## config.mk

```make
export PLATFORM = sky130hd
export DESIGN_NAME = thread_pc_unit
export DESIGN_NICKNAME = d
export VERILOG_FILES = /design/src/rtl/thread_pc_unit_pkg.sv /design/src/rtl/thread_pc_unit_pc_slot.sv /design/src/rtl/thread_pc_unit.sv
export SDC_FILE = /design/constraint.sdc
export NUM_CORES = 1
export LEC_CHECK = 0
export BUFFER_PORTS_ARGS = -buffer_cell sky130_fd_sc_hd__buf_2
export CAP_MARGIN = 40
export CORE_ASPECT_RATIO = 0.6
export CORE_UTILIZATION = 55
export CTS_CLUSTER_SIZE = 12
export DETAILED_ROUTE_END_ITERATION = 8
export GPL_TIMING_DRIVEN = 1
export PLACE_DENSITY = 0.85
export SLEW_MARGIN = 25
export SYNTH_ARGS = -nofsm -noshare
export SYNTH_HDL_FRONTEND = slang
export SYNTH_SLANG_ARGS = --single-unit
```

## constraint.sdc

```tcl
create_clock -name clk -period 4.99 [get_ports clk]
set_input_delay 0.2495 -clock clk [delete_from_list [all_inputs] [get_ports clk]]
set_output_delay 0.2495 -clock clk [all_outputs]
set_load 0.02 [all_outputs]
```

## src/rtl/thread_pc_unit_pkg.sv

```systemverilog
// Shared types and constants for the thread PC unit and its neighbours.
package common;
  localparam int n_threads = 4;

  typedef logic [1:0]  threadid_t;
  typedef logic [31:0] vptr_t;

  typedef enum logic [1:0] {
    RUN,
    WAIT,
    HALT
  } thread_state_t;

  localparam vptr_t BOOT_PC    = 32'h0000_1000;
  localparam vptr_t EXC_VECTOR = 32'h0000_2000;
endpackage

```

## src/rtl/thread_pc_unit_pc_slot.sv

```systemverilog
// One hardware thread's PC register and RUN/WAIT/HALT state machine.
module pc_slot
  import common::*;
#(
  parameter vptr_t RESET_PC  = 32'h0000_1000,
  parameter vptr_t TRAP_PC   = 32'h0000_2000,
  parameter bit    RESET_RUN = 1'b0
) (
  input  logic          clk,
  input  logic          rst,
  input  logic          halt,
  input  logic          start,
  input  vptr_t         start_pc,
  input  logic          redirect,
  input  vptr_t         redirect_pc,
  input  logic          fb_hit,
  input  vptr_t         fb_pc,
  input  logic          fb_itlb_miss,
  input  logic          fb_icache_miss,
  input  logic          fill_pending,
  output vptr_t         pc,
  output thread_state_t state,
  output logic          exc_req
);

  // A fetch result only counts if it is for the PC we currently hold;
  // anything else is a squashed wrong-path fetch.
  logic fb_accept;
  assign fb_accept = fb_hit && (state == RUN) && (fb_pc == pc);
  assign exc_req   = fb_accept && fb_itlb_miss && !halt && !redirect;

  always_ff @(posedge clk) begin
    if (rst) begin
      pc    <= RESET_PC;
      state <= RESET_RUN ? RUN : HALT;
    end else if (halt) begin
      state <= HALT;
    end else if (start && (state == HALT)) begin
      pc    <= start_pc;
      state <= RUN;
    end else if (redirect && (state != HALT)) begin
      pc    <= redirect_pc;
      state <= RUN;
    end else if (fb_accept) begin
      // The I-TLB miss wins over an I-cache miss on the same fetch.
      if (fb_itlb_miss) begin
        pc <= TRAP_PC;
      end else if (fb_icache_miss) begin
        state <= WAIT;
      end else begin
        pc <= fb_pc + 32'd4;
      end
    end else if ((state == WAIT) && !fill_pending) begin
      state <= RUN;
    end
  end

endmodule

```

## src/rtl/thread_pc_unit.sv

```systemverilog
// Per-thread PC keeper upstream of fetch: decodes events per thread and
// registers the I-TLB-miss exception report.
module thread_pc_unit
  import common::*;
#(
  parameter int    N_THREADS  = n_threads,
  parameter vptr_t BOOT_PC    = 32'h0000_1000,
  parameter vptr_t EXC_VECTOR = 32'h0000_2000
) (
  input  logic                 clk,
  input  logic                 rst,
  input  logic                 fb_valid,
  input  threadid_t            fb_thread,
  input  vptr_t                fb_pc,
  input  logic                 fb_itlb_miss,
  input  logic                 fb_icache_miss,
  input  logic [N_THREADS-1:0] icache_stalled,
  input  logic                 redirect_en,
  input  threadid_t            redirect_thread,
  input  vptr_t                redirect_pc,
  input  logic                 halt_en,
  input  threadid_t            halt_thread,
  input  logic                 start_en,
  input  threadid_t            start_thread,
  input  vptr_t                start_pc,
  output vptr_t                pc [N_THREADS],
  output logic [N_THREADS-1:0] thread_active,
  output logic                 exc_valid,
  output threadid_t            exc_thread,
  output vptr_t                exc_epc
);

  logic [N_THREADS-1:0] exc_req;
  thread_state_t        slot_state [N_THREADS];

  for (genvar t = 0; t < N_THREADS; t++) begin : g_slot
    pc_slot #(
      .RESET_PC (BOOT_PC),
      .TRAP_PC  (EXC_VECTOR),
      .RESET_RUN(t == 0)
    ) u_slot (
      .clk           (clk),
      .rst           (rst),
      .halt          (halt_en && (halt_thread == threadid_t'(t))),
      .start         (start_en && (start_thread == threadid_t'(t))),
      .start_pc      (start_pc),
      .redirect      (redirect_en && (redirect_thread == threadid_t'(t))),
      .redirect_pc   (redirect_pc),
      .fb_hit        (fb_valid && (fb_thread == threadid_t'(t))),
      .fb_pc         (fb_pc),
      .fb_itlb_miss  (fb_itlb_miss),
      .fb_icache_miss(fb_icache_miss),
      .fill_pending  (icache_stalled[t]),
      .pc            (pc[t]),
      .state         (slot_state[t]),
      .exc_req       (exc_req[t])
    );

    assign thread_active[t] = (slot_state[t] == RUN);
  end

  // Only one fetch result arrives per cycle, so at most one slot raises a
  // request and the fetch-bus fields identify it directly.
  always_ff @(posedge clk) begin
    if (rst) begin
      exc_valid  <= 1'b0;
      exc_thread <= '0;
      exc_epc    <= '0;
    end else begin
      exc_valid <= |exc_req;
      if (|exc_req) begin
        exc_thread <= fb_thread;
        exc_epc    <= fb_pc;
      end
    end
  end

endmodule

```

; Yosys cells after proc, flatten, opt, wreduce, memory -nomap -nowiden
; Index checks and enable logic that the tools add are counted.
[word_totals]
ff_bits = 171
input_bits = 116
out_inout_bits = 167
wordCells = 201
[op_classes]
n_addsub = 1
eq_ne = 48
mux = 33
bitwise = 4
reduce_logical = 100
[op_table]
columns = operator, n
row1 = 2-to-1 mux 32 bit, 14
row2 = == test 32 bit, 4
row3 = logical AND 1 bit, 48
row4 = 2-to-1 mux 2 bit, 19
row5 = AND reduction 3 bit, 12
row6 = "adder 32 x 3 -> 32 bit, second input constant", 1
row7 = "== test 2 bit, second input constant", 12
row8 = "!= test 2 bit, second input constant", 12
row9 = "!= test 4 bit, second input constant", 6
row10 = OR reduction 4 bit, 5
row11 = "== test 2 x 1 -> 1 bit, second input constant", 8
row12 = logical NOT 2 bit, 8
row13 = "!= test 4 x 2 -> 1 bit, second input constant", 4
row14 = logical NOT 1 bit, 12
row15 = nonzero test 3 bit, 4
row16 = nonzero test 4 bit, 3
row17 = "!= test 5 x 4 -> 1 bit, second input constant", 2
row18 = nonzero test 2 bit, 4
row19 = OR reduction 2 bit, 3
row20 = nonzero test 5 bit, 1
row21 = NOT 1 bit, 4

; Logic depth before layout (Yosys ltp)
[depth]
word_depth = 8
mapped_depth = 10
ltp_nobuf = 7

; Hierarchy
; A second synthesis with hierarchy kept.
[unflattened]
cells_unflattened = 1822
area_unflattened_um2 = 14149.8
[modules_own_cells]
columns = module, instances, cells_per_inst, area_per_inst_um2, seq_area_each_um2
row1 = pc_slot (g_slot[1].u_slot ...), 2, 425, 3116.7, 680.7
row2 = pc_slot (g_slot[0].u_slot), 1, 407, 3176.8, 680.7
row3 = pc_slot (g_slot[3].u_slot), 1, 391, 3022.9, 680.7
row4 = thread_pc_unit, 1, 174, 1716.6, 700.7

; Worst setup path before layout
; Ideal clock, no wire load.
[synth_path]
path_type = register to register
from = register g_slot[2].u_slot.pc[20]
to = register g_slot[2].u_slot.pc[15]
setup_ns = 0.124
t_arrival_ns = 2.161
t_required_ns = 4.866
setup_slack_ns = 2.706
stages_incl_launch_ff = 9
n_path_buf = 2
period_less_slack_ns = 2.284
cell_sequence = dfxtp_1 > nor2b_1 > or4_1 > nor4_2 > nand4_1 > a31o_1 > clkbuf_1 > buf_4 > mux2i_1
[synth_via]
elab_chain_cells = 4
[synth_rtl]
columns = element, line_no
row1 = start: declaration, thread_pc_unit_pc_slot.sv:21  ; output vptr_t pc,
row2 = start signal: assignment, thread_pc_unit_pc_slot.sv:39  ; pc <= start_pc;
row3 = start signal: assignment, thread_pc_unit_pc_slot.sv:42  ; pc <= redirect_pc;
row4 = start signal: assignment, thread_pc_unit_pc_slot.sv:51  ; pc <= fb_pc + 32'd4;
row5 = == test 32 bit, thread_pc_unit_pc_slot.sv:29  ; assign fb_accept = fb_hit && (state == RUN) && (fb_pc == pc);
row6 = logical AND 1 bit, thread_pc_unit_pc_slot.sv:29
row7 = nonzero test 3 bit (no source line), --
row8 = AND reduction 3 bit (no source line), --
; Every way passes these cells.
; A chain may end at the register's enable or synchronous reset.

; Worst setup path in the final report
[layout_path]
from = register g_slot[2].u_slot.pc[4]
to = register exc_valid
[layout_via]
elab_chain_cells = 6
[layout_rtl]
columns = element, line_no
row1 = == test 32 bit, thread_pc_unit_pc_slot.sv:29
row2 = logical AND 1 bit, thread_pc_unit_pc_slot.sv:29
row3 = logical AND 1 bit (3 in series), thread_pc_unit_pc_slot.sv:30  ; assign exc_req = fb_accept && fb_itlb_miss && !halt && !redirect;
row4 = OR reduction 4 bit, thread_pc_unit.sv:70  ; exc_valid <= |exc_req;
row5 = end signal: assignment, thread_pc_unit.sv:70
row6 = end: declaration, thread_pc_unit.sv:28  ; output logic exc_valid,
; Every way passes these cells.

==> flow_metrics.py <==
metrics = {
    "synth": {
        "netlist_instances": 1697,
        "async_reset_ff_share_pct": 0,
        "synth_top_area_share_pct": 26.9,
        "ys_warn_count": 0,
        "syn_nets": 1814,
        "synth.area.top_cells": "dfxtp_1 (27%), mux2i_1 (13%), nand2_1 (12%), xnor2_1 (7.7%), nor2_1 (3.4%)",
        "synthTopCellsByCount": "nand2_1 (406), dfxtp_1 (171), mux2i_1 (171)",
        "yosysMostFrequentCell": "nand2_1",
        "avgSynthCellArea_um2": 7.51,
        "yosysTopAreaCell": "dfxtp_1",
        "synth_seq_area_share_pct": 26.9,
        "synth_edf_count": 0,
        "syn-cell-area_um2": 12700,
        "synth-main-ff-cell": "dfxtp_1",
        "ys_types": 71,
        "ys_seq_elements": 171,
    },
    "cts": {
        "clkTransAtPathRegs_ns": 0.08,
        "clk_latency_ns": 0.45,
        "cts_root_buffer": "clkbuf_16",
        "postCtsResizedCells": 0,
        "hold_buffers": 0,
        "post_cts_buffers": 0,
        "cts_buffers": 17,
        "cts_buffer_depth": 2,
        "cts_tree": "yes",
        "htreeDepth": 4,
        "cts.sinks": 171,
    },
    "worst_setup_path": {
        "cpMaxStageDelayCell": "nor4_1",
        "rrSetupSlack_ns": 2.03,
        "arrival_ns": 3.24,
        "critical_path.max_fanout": 3,
        "worstPathCellList": "xnor2_1 -> nand4_1 -> nor4_1 -> nand4_1 -> a21boi_0 -> a211oi_1",
        "crit_type": "flip-flop to flip-flop",
        "max_stage_delay_ns": 0.67,
        "worstSetupStartpointType": "flip-flop",
        "critical_path_required_ns": 5.27,
        "crit_top_cell": "nand4_1",
        "end_kind": "flip-flop",
    },
    "power_and_ir_drop": {
        "clock_power_share_pct": 37.2,
        "switching_share_pct": 35.9,
        "p_sw_mw": 1.31,
        "p_int_mw": 2.34,
        "combPwrFrac_pct": 23.2,
        "power_mw": 3.65,
        "power_leakage_nw": 6.51,
        "ir_drop_mv": 0.216,
        "sequentialPowerShare_pct": 39.6,
        "p_per_area_nw_per_um2": 247,
    },
    "cells_and_area": {
        "final_cell_area_um2": 14800,
        "final_nets": 1988,
        "finalNonFillerCells": 2192,
        "syn_to_final_growth_pct": 16.1,
        "layout-drive-gt1-share_pct": 20.0,
        "insertedDiodeCount": 0,
    },
    "sta": {
        "setup_viol": 0,
        "max-slew-margin-rel_pct": 42.8,
        "fmax_mhz": 338,
        "drv_slew": 0,
        "min_period_ns": 2.96,
        "hold-worst-slack_ns": 0.0860,
        "rsz0062_at_grt": "no",
        "hold_viol": 0,
        "worstMarginPinSlew_ns": 0.858,
        "setup_tns_ns": 0,
        "min_period_over_period_pct": 59.4,
        "fin_worst_skew_ns": 0.0134,
    },
    "routing": {
        "wl_um": 61200,
        "drt-initial-drc-count": 2234,
        "via_per_inst": 6.84,
        "first_pass_iters": 7,
        "drc": 0,
        "avgRoutedWirePerCell_um": 27.9,
        "drtAntennaViolNets": 0,
        "via_count": 15000,
    },
    "placement": {
        "place_area_um2": 14100,
        "gp_congestion": 1.06,
        "portBuffers": 282,
        "dp.final_hpwl_um": 45900,
        "dp_cells": 2157,
    },
    "floorplanning": {
        "die_h_um": 120,
        "dieWidth_um": 199,
        "design.die.area_um2": 23800,
        "coreArea_um2": 22400,
        "num_rows": 42,
        "initial_core_util_pct": 56.9,
        "io_pins": 283,
    },
    "flow_run": {
        "maxCapViolCount": 0,
    },
    "global_route": {
        "gr-total-overflow": 0,
        "antenna_found_initial": 2,
        "grt_pass1_vias": 13400,
        "grt_max_degree": 120,
        "grt_usage_pct": 50.6,
        "grt_pass1_wl_um": 87100,
    },
    "run_status": {
        "outcome": "finished clean",
    },
    "hold_path": {
        "holdCritPathClass": "input port to flip-flop",
    },
}
==> per-stage QoR <==
stage          setup WS [ns]  utilization (%)
6_report                2.03             66.1
4_1_cts                 2.11             65.8
3_3_place_gp            1.83             62.8
2_1_floorplan           2.71                -
3_5_place_dp            1.87             63.1
5_1_grt                 1.98             66.1
==> state kept, by name, indices dropped and copies added (netlist names) <==
name,count
g_slot.u_slot.state,8
exc_valid,1
exc_thread,2
g_slot.u_slot.pc,128
exc_epc,32
==> critical path: cells and delay by family (launching register included) <==
family | cells | cell delay [ns]
flip-flops | 1 | 0.35
AND/OR/NAND/NOR | 3 | 1.12
AO/OA/AOI/OAI | 2 | 0.87
XOR/XNOR | 1 | 0.44
==> layout make-up <==
type,instances,area (µm²)
Multi-Input combinational cell,1350,8620
Fill cell,1964,7590
Sequential cell,171,3420
Timing Repair Buffer,306,1680
Clock buffer,17,425
Tap cell,308,385
Clock inverter,15,169
Inverter,25,98.8
==> cells in the final DEF, fill, tap and decap left out, types with 6 or more instances in the layout <==
cell type  instances
o221ai_1          37
o21ai_0           33
nor4_1            16
nor2_1           114
nand2b_1          32
mux2_2             7
nand2_1          406
xor2_1             6
a21oi_1           51
nand3_1           39
or3_1             10
mux2i_1          171
o2111ai_1          7
a311o_1           41
dfxtp_1          171
a22oi_1            6
xnor2_1          112
a211o_1           20
or4_1             11
clkbuf_16         17
nor2b_1           17
buf_2            282
buf_4             17
nor3_1            27
nand4_1           64
inv_1             24
o211ai_1          27
==> layer usage <==
layer / global-route usage [%] / share of wire (%)
met1: 70.8 / 40
met2: 64.5 / 37
met3: 25.5 / 20
met4: 18.6 / 3.9
met5: 0 / 0.042
==> cells by family (layout without fill, tap and decap cells) <==
kind of cell	count (synthesis)	count (layout)	synth area share, %
AO/OA/AOI/OAI	267	267	15.7
XOR/XNOR	119	119	8.24
adder cells (fa/ha/maj)	1	1	0.0981
buffers and inverters	176	363	5.89
flip-flops	171	171	26.9
multiplexers	178	178	14.0
AND/OR/NAND/NOR	785	785	29.2
==> worst paths after layout <==
path,start,endpoint,cells past startpoint
max,g_slot[2].u_slot.pc[4],exc_valid,6
max reg2reg,g_slot[2].u_slot.pc[4],exc_valid,6
min,fb_thread[1],exc_thread[1],3
min reg2reg,exc_epc[25],exc_epc[25],2
==> power by group through the flow <==
stage | clock network, mW | registers, mW | logic, mW
2_1_floorplan | 0 | 1.50 | 0.447
3_3_place_gp | 0 | 1.47 | 0.776
3_5_place_dp | 0 | 1.47 | 0.785
4_1_cts | 1.36 | 1.44 | 0.790
5_1_grt | 1.42 | 1.45 | 0.873
6_report | 1.36 | 1.45 | 0.849
Power figures use the tool's default switching activity.
